$ cat config.mk
export PLATFORM = sky130hd
export DESIGN_NAME = bin2bcd_seq
export DESIGN_NICKNAME = d
export VERILOG_FILES = /design/src/rtl/bin2bcd_seq.sv
export SDC_FILE = /design/constraint.sdc
export NUM_CORES = 1
export LEC_CHECK = 0
export ABC_AREA = 1
export BUFFER_PORTS_ARGS = -buffer_cell sky130_fd_sc_hd__buf_4
export CORE_ASPECT_RATIO = 0.9
export CORE_MARGIN = 2
export CORE_UTILIZATION = 35
export CTS_BUF_LIST = sky130_fd_sc_hd__clkbuf_8
export DETAILED_ROUTE_END_ITERATION = 6
export GPL_TIMING_DRIVEN = 0
export PLACE_DENSITY_LB_ADDON = 0.12
export REMOVE_ABC_BUFFERS = 1
export SYNTH_ARGS = -nofsm -noshare
export SYNTH_HDL_FRONTEND = slang
export SYNTH_SLANG_ARGS = --single-unit
$ cat constraint.sdc
create_clock -name clk -period 1.6 [get_ports clk]
set_input_delay 0.08 -clock clk [delete_from_list [all_inputs] [get_ports clk]]
set_output_delay 0.08 -clock clk [all_outputs]
set_load 0.02 [all_outputs]
$ cat src/rtl/bin2bcd_seq.sv
// ---------------------------------------------------------------------------
// bin2bcd_seq
//   Sequential binary-to-BCD converter using shift-add-3 (double dabble).
//   It processes one input bit per clock. It converts the up/down counter's
//   count into packed BCD digits for the display stage. The result register
//   changes only on a completion edge, so the display path always latches a
//   complete and coherent set of digits.
//
// Parameters
//   WIDTH  : bit width of the binary input (must be >= 2).
//   DIGITS : number of BCD digits. The design requires 10^DIGITS > 2^WIDTH - 1.
//
// Ports
//   clk   in   1          clock; all state updates occur on the rising edge
//   rst   in   1          asynchronous, active-high reset
//   start in   1          conversion request; sampled only in IDLE
//   bin   in   WIDTH      binary value; sampled only on the accepting edge
//   busy  out  1          high while a conversion is in progress
//   done  out  1          one-cycle pulse when bcd has just been updated
//   bcd   out  4*DIGITS   packed BCD result; digit k is at [4k+3:4k], k=0 is units
// ---------------------------------------------------------------------------
module bin2bcd_seq #(
    parameter int WIDTH  = 8,
    parameter int DIGITS = 3
) (
    input  logic                  clk,
    input  logic                  rst,
    input  logic                  start,
    input  logic [WIDTH-1:0]      bin,
    output logic                  busy,
    output logic                  done,
    output logic [4*DIGITS-1:0]   bcd
);

    localparam int BCD_W = 4 * DIGITS;
    localparam int CNT_W = $clog2(WIDTH + 1);

    // The digit count must be able to hold the largest binary input.
    generate
        if ((10 ** DIGITS) <= ((2 ** WIDTH) - 1)) begin : g_digits_check
            $error("bin2bcd_seq: DIGITS=%0d too small for WIDTH=%0d", DIGITS, WIDTH);
        end
    endgenerate

    typedef enum logic {
        S_IDLE  = 1'b0,
        S_SHIFT = 1'b1
    } state_t;

    state_t             r_state;
    state_t             w_state_next;
    logic [WIDTH-1:0]   r_shift;
    logic [BCD_W-1:0]   r_scratch;
    logic [CNT_W-1:0]   r_count;
    logic [BCD_W-1:0]   r_bcd;
    logic               r_done;

    logic [BCD_W-1:0]   w_adj;       // scratch after the parallel add-3 step
    logic [BCD_W-1:0]   w_shifted;   // scratch after the add-3 step and the shift
    logic               w_last;      // current edge performs the final shift

    // ---------------- FSM state register ----------------
    // NOTE: sequential state uses non-blocking (<=) assignments. This way every
    // flop samples the values from before the edge, and process order does not matter.
    always_ff @(posedge clk or posedge rst) begin
        if (rst) begin
            r_state <= S_IDLE;
        end else begin
            r_state <= w_state_next;
        end
    end

    // ---------------- FSM next-state logic ----------------
    // NOTE: the default is assigned first so that every path drives the signal.
    // Without it, synthesis would infer a latch.
    always_comb begin
        w_state_next = r_state;
        w_last       = 1'b0;
        case (r_state)
            S_IDLE: begin
                if (start) begin
                    w_state_next = S_SHIFT;
                end
            end
            S_SHIFT: begin
                if (r_count == CNT_W'(1)) begin
                    w_last       = 1'b1;
                    w_state_next = S_IDLE;
                end
            end
            default: w_state_next = S_IDLE;
        endcase
    end

    // ---------------- add-3 correction ----------------
    // Every digit is tested on its value before the add, in parallel. A digit
    // of 5 or more would reach 10 or more after doubling, so adding 3 now makes
    // the shift carry correctly into the next digit.
    always_comb begin
        w_adj = r_scratch;
        for (int k = 0; k < DIGITS; k++) begin
            if (r_scratch[4*k +: 4] >= 4'd5) begin
                w_adj[4*k +: 4] = r_scratch[4*k +: 4] + 4'd3;
            end
        end
    end

    // The MSB of the binary shift register enters bit 0 of the scratch register.
    assign w_shifted = {w_adj[BCD_W-2:0], r_shift[WIDTH-1]};

    // ---------------- datapath ----------------
    always_ff @(posedge clk or posedge rst) begin
        if (rst) begin
            r_shift   <= '0;
            r_scratch <= '0;
            r_count   <= '0;
            r_bcd     <= '0;
            r_done    <= 1'b0;
        end else begin
            r_done <= 1'b0;
            case (r_state)
                S_IDLE: begin
                    if (start) begin
                        r_shift   <= bin;
                        r_scratch <= '0;
                        r_count   <= CNT_W'(WIDTH);
                    end
                end
                S_SHIFT: begin
                    r_scratch <= w_shifted;
                    r_shift   <= {r_shift[WIDTH-2:0], 1'b0};
                    r_count   <= r_count - CNT_W'(1);
                    if (w_last) begin
                        r_bcd  <= w_shifted;
                        r_done <= 1'b1;
                    end
                end
                default: ;
            endcase
        end
    end

    // busy is decoded directly from the state flop. It is glitch-free because
    // it depends on a single register bit.
    assign busy = (r_state == S_SHIFT);
    assign done = r_done;
    assign bcd  = r_bcd;

endmodule

* Word-level counts from Yosys, hierarchy flattened
Cells that the tools add are included.
** Word-level totals
- Register bits after elaboration :: 38
- Word-level logic and storage cells :: 33
** Cells by class
- $add $sub $neg :: 4
- Magnitude comparators :: 3
- Equality and inequality tests :: 2
- Muxes and demuxes :: 16
- Bitwise gates (word level) :: 1
- Reduce and logical (&&, ||, !) cells :: 1
** Operator list (number)
- one-hot mux 12 bit (2 select lines) :: 1
- one-hot mux 8 bit (2 select lines) :: 1
- greater-or-equal comparator 4 x 3 -> 1 bit, second input constant :: 3
- 2-to-1 mux 12 bit :: 1
- 2-to-1 mux 4 bit :: 3
- adder 4 x 2 -> 4 bit, second input constant :: 2
- 2-to-1 mux 8 bit :: 1
- one-hot mux 4 bit (2 select lines) :: 1
- 2-to-1 mux 1 bit :: 6
- == test 4 x 1 -> 1 bit, second input constant :: 1
- subtractor 4 x 1 -> 4 bit, second input constant :: 1
- adder 3 x 2 -> 3 bit, second input constant :: 1
- 2-to-1 mux 3 bit :: 1
- != test 2 bit, second input constant :: 1
- one-hot mux 1 bit (2 select lines) :: 1
- AND reduction 2 bit :: 1
- NOT 1 bit :: 1

* Longest topological paths before layout
- Word-level depth :: 5
- Gate-level depth with buffers :: 8

* Least setup slack after synthesis
OpenSTA, ideal clock, no wires.
- Path kind :: reg2reg
- Start point :: register r_scratch[4]
- End point :: register r_bcd[5] (netlist: bcd[5])
- Library setup time :: 117 ps
- Arrival :: 1062 ps
- Required time :: 1483 ps
- Setup slack :: 420 ps
- Cell stages (with the launch flop) :: 9
- Path buffers :: 0
- Period minus slack after synthesis :: 1180 ps
- Cell sequence :: dfrtp_1 -> inv_1 -> ha_1 -> inv_1 -> nand2_1 -> nand3_1 -> nand2_1 -> nand3_1 -> nand2_1
** Between the ends
- Longest elaborated chain between the ends :: 2
** RTL lines
- start, declared :: line 53 : logic [BCD_W-1:0] r_scratch;
- start signal, assigned :: line 130 : r_scratch <= w_shifted;
- adder 4 x 2 -> 4 bit or greater-or-equal comparator 4 x 3 -> 1 bit (tied branches) :: line 103, 102
- 2-to-1 mux 4 bit (*) :: line 102 : if (r_scratch[4*k +: 4] >= 4'd5) begin
- end signal, assigned :: line 134 : r_bcd <= w_shifted;
- end, declared :: line 55 : logic [BCD_W-1:0] r_bcd;
Every way passes the cells marked *; elsewhere a longest branch is shown, timed or not.
A chain may end at the register's enable or synchronous reset.

* Worst setup path in the final report
- Start point :: register r_scratch[4]
- End point :: register r_bcd[7] (netlist: bcd[7])
The elaborated chain is that of the path after synthesis.

==> metrics <==
cell taking the most area after synthesis=dfrtp_1; Setup crit start kind=register; Async S/R FF share, synth=100.0%; CP dominant cell by count=o21ai_0; CTS tree=done; Top FF cell, synth=dfrtp_1; clk slew on worst S/H paths=70 ps; core area=about 0.005 mm^2; clk sinks=38; first-pass GRT wire length=between 6000 and 7000 um; RSZ-0062 raised after global routing=no; Final Wtd Congestion=0.7808; largest net degree at the start of global routing=39; count leader, synth=nand2_1; final setup TNS=0 ps; Worst EP required=1750 ps; Final Slew Violations=0; Synth cell types=21; kind of critical path=reg2reg; Iteration-0 DRC Markers=66; Post-Syn Area=0.001819 mm^2; GR Overflow Total=0; pre-CTS setup slack=-458.8 ps; Syn. warnings=0; origin of the critical flop-to-flop path=r_scratch[4]; WP buf/inv=1; drt total wl=~3700 um; WL per Instance=12.09 um; Peak VDD IR=652.8 uV; Storage cell area=roughly 950 um^2; post-route setup slack=186.6 ps; status=complete, no violations; Worst-Margin Slew=between 700 and 800 ps; Final Cycle Share=88.34%; Synth top cells by count=78 x nand2_1, 38 x dfrtp_1, 28 x nand3_1; max-cap violations=0; CP max FO=5; register bit total from synthesis=38; crit-path cells=inv_1 > ha_1 > nor2_1 > o21ai_0 > o21ai_0; relative slew slack=46.68%; flop2flop setup slack=between 150 and 200 ps; number of fill cells=slightly above 500; min cycle time layout=1413 ps; syn_area_per_cell=8.541 um^2; # Post-CTS Setup Buffers=0; drt first pass iters=4; cell family with most CP delay=compound AO/OA/AOI/OAI gates; Synth Instances=213; Root Driver=clkbuf_8; antenna-violating nets left=0; Chip Width=80.00 um; worst hold endpoint=r_shift[1]; GR Util All Layers=14.60%; cell total after placement=297; nets=around 260; area growth from synthesis to layout=18.23%; Hold Path Class=in2reg; Static Leak=0.001128 uW; hpwl dp=2454 um; Die Ht=72.40 um; Largest stage delay, worst path=~430 ps; pwr/cell area=2125 mW/mm^2; CTS Buffer Depth=2; Final Setup Violations=0; H-tree levels=2; routed vias=1458; Seq/Total Area, Yosys=52.27%; Hold Path Origin=bin[1]; Ant. Diodes=0; Worst Clk Skew=between 4 and 5 ps; num rows=24; largest cells by area after synthesis=dfrtp_1 52%, nand2_1 16%, nand3_1 7.7%, ha_1 5.5%, inv_1 3.7%; Worst R2R End=bcd[7]; CP arrival=~1600 ps; share of layout cells above drive strength 1=17.01%; worst reg2reg path depth=5; number of synthesized flops with an enable pin=0; vias in the first global route=1410; top-level I/O count=25; TritonCTS Buffers=5; DR vias/cell=4.765; Die ar.=0.005791 mm^2; count of final hold-check violations=0; Hold Path Depth=3; DRC violation count after routing=0; Slowest-stage cell, CP=dfrtp_1; crit end category=register; Initial Util=between 30% and 40%; Total Power=4571 uW; post-synth top area share=52.27%; Skew-Pair Late Insertion Delay=280 ps; fmax=roughly 710 MHz; Final Non-Filler Cells=306; worst hold slack=8.935 ps; initial antenna violation count=0; Multi-input gate area=750.7 um^2; port buffer count=24
-- power by group --
part | switching [uW] | internal (uW)
sequential | 373 | 1420
combinational | 1300 | 811
clock | 323 | 341
total | 2000 | 2570
-- layout make-up --
cell class	count	area share, %
multi-input cells	148	34.90
repair buffers	25	8.842
inverters	22	3.839
clock buffers	6	3.839
flip-flops and latches	38	44.39
clock inverters	2	0.4072
well taps	65	3.781
-- placed cells by master, fill, tap and decap left out, drive strengths merged --
cell	n
o22ai	5
ha	8
nand3	29
clkbuf	6
nor2	5
xnor2	1
nand2	79
dlygate4sd3	1
nand4	7
dfrtp	38
inv	23
clkinv	1
o21ai	12
o211ai	1
buf	24
a22o	1
-- kinds of logic (layout without fill, tap and decap cells) --
group,after synthesis,count (layout),synth area share [%]
AND/OR/NAND/NOR,120,120,28.95
flip-flops,38,38,52.27
buffers and inverters,27,55,6.876
AO/OA/AOI/OAI,19,19,5.915
adder cells (fa/ha/maj),8,8,5.502
XOR/XNOR,1,1,0.4815
-- metal layers --
metal  share of wire [%]  GRT usage (%)
met4                 1.3          5.461
met2                  43          21.67
met1                  52          20.88
met5                   0              0
met3                 3.9          3.358
-- worst reg2reg max path, stage by stage (launching register included) --
cell and delay, ps:
dfrtp_1 430, inv_1 130, ha_1 170, nor2_1 50
o21ai_0 340, o21ai_0 160
-- what timing repair did --
action / 4_1_cts / 5_1_grt
cloned: 0 / 0
endpoints found under the setup margin: 29 / 10
resized for setup: 2 / 1
hold endpoints to repair: 38 / 0
hold buffers: 1 / 0
-- state kept, by name, indices dropped and copies added, names as in the netlist --
| signal | count |
|---|---|
| bcd | 12 |
| busy | 1 |
| done | 1 |
| r_count | 4 |
| r_scratch | 12 |
| r_shift | 8 |
-- worst max path at each step --
stage,start,slack [ps],depth (start not counted),endpoint
floorplan,busy,20,4,bcd[4]
global placement,busy,-440,4,bcd[1]
detailed placement,busy,-460,4,bcd[4]
CTS,busy,70,4,bcd[4]
global route,r_count[1],40,6,bcd[4]
finish,r_scratch[4],190,5,bcd[7]
-- stage by stage --
stage	area [um^2]	utilization (%)
after floorplan	1777	-
after global placement	2038	41.39
after detailed placement	2038	41.39
after CTS	2148	43.62
after global routing	2151	43.67
final	2151	43.67
(Power assumes the default switching activity.)
